**src/rtl/imem_fetch_ctrl.sv**
```systemverilog
// Instruction fetch front end: ROM address, 2-entry in-order buffer to decode; fetch-to-out_valid 2 cycles.
// Backpressure: out_ready low holds the head entry; fetches stop once buffered plus in-flight reaches 2.
module imem_fetch_ctrl #(
    parameter logic [11:0] RESET_PC = 12'h000
) (
    input  logic        clock,
    input  logic        resetn,
    output logic [11:0] imem_addr,
    input  logic [31:0] imem_q,
    input  logic        redirect_valid,
    input  logic [11:0] redirect_pc,
    input  logic        halt,
    output logic        out_valid,
    input  logic        out_ready,
    output logic [31:0] out_instr,
    output logic [11:0] out_pc,
    output logic        halted
);

    localparam logic [1:0] ST_IDLE = 2'd0;
    localparam logic [1:0] ST_RUN  = 2'd1;
    localparam logic [1:0] ST_HALT = 2'd2;

    logic [1:0]  state_q, state_d;
    logic [11:0] fetch_pc_q, fetch_pc_d;
    logic        inflight_q, inflight_d;
    logic [11:0] inflight_pc_q, inflight_pc_d;
    logic [1:0]  count_q, count_d;
    logic        rd_ptr_q, rd_ptr_d;
    logic        wr_ptr_q, wr_ptr_d;
    logic [31:0] buf_instr_q [2];
    logic [31:0] buf_instr_d [2];
    logic [11:0] buf_pc_q [2];
    logic [11:0] buf_pc_d [2];

    logic        pop;
    logic        push;
    logic        issue;
    logic [2:0]  credit_used;

    assign imem_addr = fetch_pc_q;
    assign out_valid = (count_q != 2'd0);
    assign out_instr = buf_instr_q[rd_ptr_q];
    assign out_pc    = buf_pc_q[rd_ptr_q];
    assign halted    = (state_q == ST_HALT);

    assign pop  = out_valid & out_ready;
    assign push = inflight_q & ~redirect_valid;

    // Counting this cycle's pop lets the buffer stream one word per cycle without gaps.
    assign credit_used = {1'b0, count_q} - {2'b00, pop} + {2'b00, inflight_q};
    assign issue = (state_q == ST_RUN) & ~redirect_valid & ~halt & (credit_used < 3'd2);

    always_comb begin
        state_d       = state_q;
        fetch_pc_d    = fetch_pc_q;
        inflight_d    = 1'b0;
        inflight_pc_d = inflight_pc_q;
        count_d       = count_q;
        rd_ptr_d      = rd_ptr_q;
        wr_ptr_d      = wr_ptr_q;
        buf_instr_d   = buf_instr_q;
        buf_pc_d      = buf_pc_q;

        case (state_q)
            ST_IDLE: state_d = ST_RUN;
            ST_RUN:  if (halt) state_d = ST_HALT;
            ST_HALT: state_d = ST_HALT;
            default: state_d = ST_IDLE;
        endcase

        if (issue) begin
            fetch_pc_d    = fetch_pc_q + 12'd1;
            inflight_d    = 1'b1;
            inflight_pc_d = fetch_pc_q;
        end

        if (push) begin
            buf_instr_d[wr_ptr_q] = imem_q;
            buf_pc_d[wr_ptr_q]    = inflight_pc_q;
            wr_ptr_d              = ~wr_ptr_q;
        end
        if (pop) begin
            rd_ptr_d = ~rd_ptr_q;
        end
        count_d = count_q + {1'b0, push} - {1'b0, pop};

        // Redirect wins over everything: drop buffered and returning words, restart at the target.
        if (redirect_valid) begin
            state_d    = ST_RUN;
            fetch_pc_d = redirect_pc;
            inflight_d = 1'b0;
            count_d    = 2'd0;
            rd_ptr_d   = 1'b0;
            wr_ptr_d   = 1'b0;
        end
    end

    always_ff @(posedge clock or negedge resetn) begin
        if (!resetn) begin
            state_q       <= ST_IDLE;
            fetch_pc_q    <= RESET_PC;
            inflight_q    <= 1'b0;
            inflight_pc_q <= 12'h000;
            count_q       <= 2'd0;
            rd_ptr_q      <= 1'b0;
            wr_ptr_q      <= 1'b0;
            buf_instr_q   <= '{32'h0, 32'h0};
            buf_pc_q      <= '{12'h000, 12'h000};
        end else begin
            state_q       <= state_d;
            fetch_pc_q    <= fetch_pc_d;
            inflight_q    <= inflight_d;
            inflight_pc_q <= inflight_pc_d;
            count_q       <= count_d;
            rd_ptr_q      <= rd_ptr_d;
            wr_ptr_q      <= wr_ptr_d;
            buf_instr_q   <= buf_instr_d;
            buf_pc_q      <= buf_pc_d;
        end
    end

endmodule

```
**config.mk**
```make
export PLATFORM = sky130hd
export DESIGN_NAME = imem_fetch_ctrl
export DESIGN_NICKNAME = d
export VERILOG_FILES = /design/src/rtl/imem_fetch_ctrl.sv
export SDC_FILE = /design/constraint.sdc
export NUM_CORES = 1
export LEC_CHECK = 0
export ABC_AREA = 1
export CORE_ASPECT_RATIO = 0.75
export CORE_MARGIN = 1
export CORE_UTILIZATION = 56
export CTS_CLUSTER_SIZE = 12
export DETAILED_ROUTE_END_ITERATION = 10
export PLACE_DENSITY = 0.95
export SLEW_MARGIN = 20
export SYNTH_ARGS = -nofsm -noshare
export SYNTH_HDL_FRONTEND = slang
export SYNTH_SLANG_ARGS = --single-unit
```
**constraint.sdc**
```tcl
create_clock -name clock -period 6.1 [get_ports clock]
set_input_delay 0.915 -clock clock [delete_from_list [all_inputs] [get_ports clock]]
set_output_delay 0.915 -clock clock [all_outputs]
set_load 0.02 [all_outputs]
```
* Yosys cells after proc, flatten, opt, wreduce, memory -nomap -nowiden
Index checks and enable logic that the tools add are counted.
** Word-level totals
- Bits in registers :: 119
- Input port bits :: 49
- Output and inout bits :: 58
- Logic and storage cells :: 64
** Operators by class
- Add/sub/neg operators :: 5
- $lt $le $gt $ge :: 4
- Eq/ne operators :: 3
- Multiplexer cells :: 24
- Bitwise logic cells :: 11
- Reduce and logical (&&, ||, !) cells :: 6
** Operators with widths (count)
- two-way mux 32 bit :: 4
- two-way mux 12 bit :: 6
- bitwise mux 64 bit :: 1
- demux 32 bit (select 1 bit) :: 1
- bitwise mux 24 bit :: 1
- adder 12 x 1 -> 12 bit (second input constant) :: 1
- demux 12 bit (select 1 bit) :: 1
- nonzero test 2 bit :: 4
- two-way mux 1 bit :: 6
- two-way mux 2 bit :: 3
- one-hot mux 2 bit (3 select lines) :: 1
- AND 1 bit :: 5
- greater-or-equal comparator 2 bit (second input constant) :: 2
- NOT 1 bit :: 4
- NOT 1 -> 2 bit :: 2
- adder 3 x 1 -> 3 bit :: 1
- less-than comparator 3 x 2 -> 1 bit (second input constant) :: 1
- != test 3 bit (second input constant) :: 1
- subtractor 2 x 1 -> 3 bit :: 1
- adder 2 x 1 -> 2 bit :: 1
- == test 2 x 1 -> 1 bit (second input constant) :: 1
- == test 2 bit (second input constant) :: 1
- zero test 2 bit :: 1
- less-than comparator 2 x 1 -> 1 bit (second input constant) :: 1
- other kinds (2) :: 2

* Logic depth before layout (Yosys ltp)
- Word-level depth :: 8
- Gate-level depth with buffers :: 13
- Gate-level depth less buffers :: 12

* Least setup slack after synthesis
OpenSTA, ideal clock, no wires.
- Path type :: input port to flip-flop
- Start :: input out_ready
- End :: register fetch_pc_q[3], in the netlist imem_addr[3]
- Library setup time :: 69 ps
- Arrival :: 2447 ps
- Required time :: 6031 ps
- Setup slack :: 3584 ps
- Stages on the path :: 10
- Buffers on the path :: 1
- Cell sequence :: o21a_1 > nand2_1 > o21ai_0 > nand2_1 > fa_1 > xor2_1 > nor2_2 > buf_2 > nand3_1 > nand3_1
** Between the ends
- Longest elaborated chain between the ends :: 6
** Ends and longest elaborated chain
- start: declaration :: line 14 : input logic out_ready,
- AND 1 bit :: line 47 : assign pop = out_valid & out_ready;
- subtractor 2 x 1 -> 3 bit :: line 51 : assign credit_used = {1'b0, count_q} - {2'b00, pop} + {2'b00, inflight_q};
- adder 3 x 1 -> 3 bit :: line 51
- less-than comparator 3 x 2 -> 1 bit :: line 52 : assign issue = (state_q == ST_RUN) & ~redirect_valid & ~halt & (credit_used < 3'd2);
- AND 1 bit :: line 52
- nonzero test 2 bit (no line)
- end signal: assignment :: line 112 : fetch_pc_q <= fetch_pc_d;
- end: declaration :: line 25 : logic [11:0] fetch_pc_q, fetch_pc_d;
No other way between the ends.
A chain may end at the register's enable or synchronous reset.

* Worst setup path after layout
- Start :: register rd_ptr_q
- End :: output out_pc[6]
** Between the ends
- Longest elaborated chain between the ends :: 4
** Ends and longest elaborated chain
- start: declaration :: line 29 : logic rd_ptr_q, rd_ptr_d;
- start signal: assignment :: line 116 : rd_ptr_q <= rd_ptr_d;
- NOT 1 -> 2 bit (not written as such) :: line 44 : assign out_pc = buf_pc_q[rd_ptr_q];
- two-way mux 12 bit (not written as such) (3 in series) :: line 44
- end: declaration :: line 16 : output logic [11:0] out_pc,
No other way between the ends. The select of a mux whose other input is x is not followed.

==> run summary <==
The flow ran to the end, and the final reports show no timing, DRC or antenna violations. The library cell with the largest summed area after synthesis was dfrtp_1. The tools report the number of distinct standard cells referenced by the synthesized netlist as 28. The maximum fanout along the worst path was 32; the number of max-slew violations in the final report was 0.

The run gives 4930 as the total via count in the routed design. The tools report the first element of the critical path as rd_ptr_q. STA puts the critical path data arrival time at 2.30 ns. The kind of critical path is reg2out. The number of inserted diodes is 0, and the power per cell area is 512.6 nW/um2.

For the worst supply voltage drop on vdd, the log shows 0.3304 mV. From synthesis to final layout, the design area changed by 29.90%. The CTS H-tree depth was 4. The worst register-to-register path has a depth of 10. Setup repair after global routing left no endpoint under its margin. TritonCTS built the clock tree. The worst path required time came out at 5.18 ns.

Ranked by total cell area, the synthesized netlist is headed by dfrtp_1 (55%), nand2_1 (19%), o21ai_0 (8.8%), inv_1 (4.5%), nand3_1 (3.3%). For this design, the CTS-stage hold fixing added 0 buffers. The endpoint of the most critical setup path is out_pc[6]. The startpoint identified for the worst register-to-register timing path is count_q[1]. Routability-driven placement congestion ratio: 0.8854. A synthesized cell averages 8.019 um2. For the all-layer global routing usage, the log shows 30.05%. For the final database, setup skew stands at 0.009149 ns. The vertical die dimension was 87.46 um.

Counting every net in the synthesized netlist gives 736. The worst setup path is captured at an output pin. In this run the number of cells on the critical path is 5.

Dividing the detail-routed via count by the number of cells gives 5.388. The kind of cell with the highest combined delay along the critical path is buffers and inverters. 107 I/O pins were placed. For the setup total negative slack, the log shows 0 ns.

The tools report the initial antenna violation count as 0. In this run the most critical hold path is launched from buf_instr_q[38]. The overall die area is 10140 um2. The CTS buffer count was 17.

In this run the static leakage power is 3.555 nW. The worst slew slack as a fraction of its limit is 36.97%, and the starting density of the core is 59.05%. Number of endpoints with negative hold slack in the final report: 0. Layout cell share with drive strength beyond 1: 5.845%. The signal on the critical path passes through clkinv_1, buf_4, nand2_1, nand2_1, clkdlybuf4s50_1. The register-to-register setup slack is 3.43 ns, and the count of nets after finishing is 831. The worst path in the final design needs a cycle of 3.217 ns, including I/O delays and setup. The share of synthesized flip-flops with an asynchronous set or reset works out to 100.0%.

The number of filler instances in the final layout was 656; the count of flip-flops with a built-in enable after synthesis was 0. The path class of the tightest hold or removal check is reg2reg. The first TritonRoute pass finished after 6 iterations. Endpoint of the worst-slack reg-to-reg timing path: imem_addr[2]. The most used flip-flop cell after synthesis was dfrtp_1.

For this run, the top clock speed supported by timing is 310.9 MHz. Measured slew at the worst slew-check pin: 0.9432 ns. The top-area cell type share of the netlist area came out at 54.61%. After detailed routing, the total wire length is 14100 um. Total power for the finished layout comes to 3.631 mW. The detailed-route DRC error count was 0; the wire length per cell was 15.41 um.

The run gives 30 as the placement row count. The clock-pin slew on the worst setup and hold paths works out to 0.05 ns. For the core area, the log shows 9234 um2. In the post-synthesis netlist, the cell with the most instances is nand2_1. After the first detailed-routing iteration, the DRC count stood at 468. The run gives 680 as the number of instances in the synthesized netlist. The via count of the first global-routing pass came out at 4791.

The tree is rooted in a clkbuf_16. On the critical path, the stage with the largest delay is an instance of clkdlybuf4s50_1. The clock net in this run drives a total of 119 sinks. The critical path's largest stage delay is 0.63 ns. The detail route stage leaves a number of antenna-violating nets equal to 0.

The post-CTS setup-driven buffer insertion count is 0, and the largest net degree at the start of global routing is 65. The chip width is 115.9 um, and the netlist area before placement is 5453 um2. Final critical-path share of the clock period: 52.73%. The final HPWL from detailed placement was 8685 um; the number of port buffers was 106. Among the stages of the critical path, the cell type that occurs most often is nand2_1.

The clock reaches the later pin of the worst-skew pair after 0.42 ns. The commonest cells after synthesis are nand2_1 (280), dfrtp_1 (119), o21ai_0 (96). Yosys printed 0 warnings. The number of buffers on the longest clock path is 2. The max-capacitance violation count came out at 0. Launching element type of the critical path: a flip-flop.

The number of buffers and inverters on the critical path was 3; the post-cts gate resize count was 0. Setup violations remaining at the end of the flow were counted as 0. The number of synthesized register bits works out to 119.

The first global-routing pass estimated 22750 um of wire. The share of the Yosys chip area taken by registers is 54.61%. The total overflow left after global routing is 0.
==> flip-flops by register name, summed over array words and instances, names as in the netlist <==
name,cells
inflight_q,1
inflight_pc_q,12
rd_ptr_q,1
buf_instr_q,64
imem_addr,12
state_q,2
count_q,2
buf_pc_q,24
wr_ptr_q,1
==> routing by layer <==
layer / global-route usage, % / vias up / wire [um]
met5: 0 / - / 0
li1: - / 2312 / -
met4: 14.80 / 0 / 472
met2: 49.30 / 225 / 6917
met3: 6.472 / 44 / 857
met1: 38.07 / 2349 / 5849
==> worst reg2reg max path, delay by kind of cell (launching register included) <==
family / cells / cell delay [ns]
and+or+nand+nor: 6 / 1.14
adders and majority gates: 1 / 0.50
DFF: 1 / 0.48
AOI/OAI and AO/OA: 3 / 0.39
==> worst min path at each step <==
stage                            to  slack [ns]  depth (start not counted)
floorplan              buf_pc_q[10]        0.45                          2
finish              buf_instr_q[38]        0.48                          2
global route         buf_instr_q[8]        0.50                          2
CTS                 buf_instr_q[38]        0.48                          2
detailed placement  buf_instr_q[38]        0.47                          2
global placement    buf_instr_q[39]        0.46                          2
==> metrics by stage <==
step / instances / util [%] / hold WS (ns) / setup slack (ns) / area [um2]
after global routing: 915 / 76.71 / 0.5019 / 2.644 / 7083
after floorplan: 680 / - / 0.4529 / 3.584 / 5453
after global placement: 884 / 70.83 / 0.4637 / 2.436 / 6540
after CTS: 915 / 76.68 / 0.4819 / 2.677 / 7081
after detailed placement: 884 / 70.83 / 0.4691 / 2.320 / 6540
final: 915 / 76.71 / 0.4789 / 2.883 / 7083
==> layout by cell type, fill, tap and decap left out, types with 2 or more instances in the layout <==
cell               n
a21oi_1            2
buf_4              6
clkbuf_1           2
clkbuf_16         17
clkbuf_8           2
clkdlybuf4s50_1  105
clkinv_2           7
clkinvlp_4         2
dfrtp_1          119
ha_1               6
inv_1             65
nand2_1          280
nand3_1           35
nor2_1            14
o21ai_0           96
o21ai_1            5
o21ai_2            5
xnor2_1            3
xor2_1             3
==> layout make-up <==
type,instances,area (um2),share of cell area (%)
clock inverters,10,80.08,1.131
inverters,67,256.5,3.621
well taps,128,160.2,2.261
flip-flops and latches,119,2978,42.04
multi-input cells,459,2052,28.97
repair buffers,111,1096,15.47
clock buffers,21,460.4,6.501
==> cell families (layout without fill, tap and decap cells) <==
logic type / Yosys count / count (layout) / synth area share [%]
and+or+nand+nor: 336 / 336 / 24.25
DFF: 119 / 119 / 54.61
AOI/OAI and AO/OA: 110 / 110 / 10.53
buffers and inverters: 102 / 209 / 7.893
adders and majority gates: 7 / 7 / 1.744
xor gates and xnor gates: 6 / 6 / 0.9639
==> power by group <==
part	total [mW]	internal, mW	switching, mW
sequential	1.31	1.10	0.201
clock	0.916	0.572	0.344
combinational	1.41	0.599	0.811
total	3.63	2.27	1.36
Power figures use the tool's default switching activity.
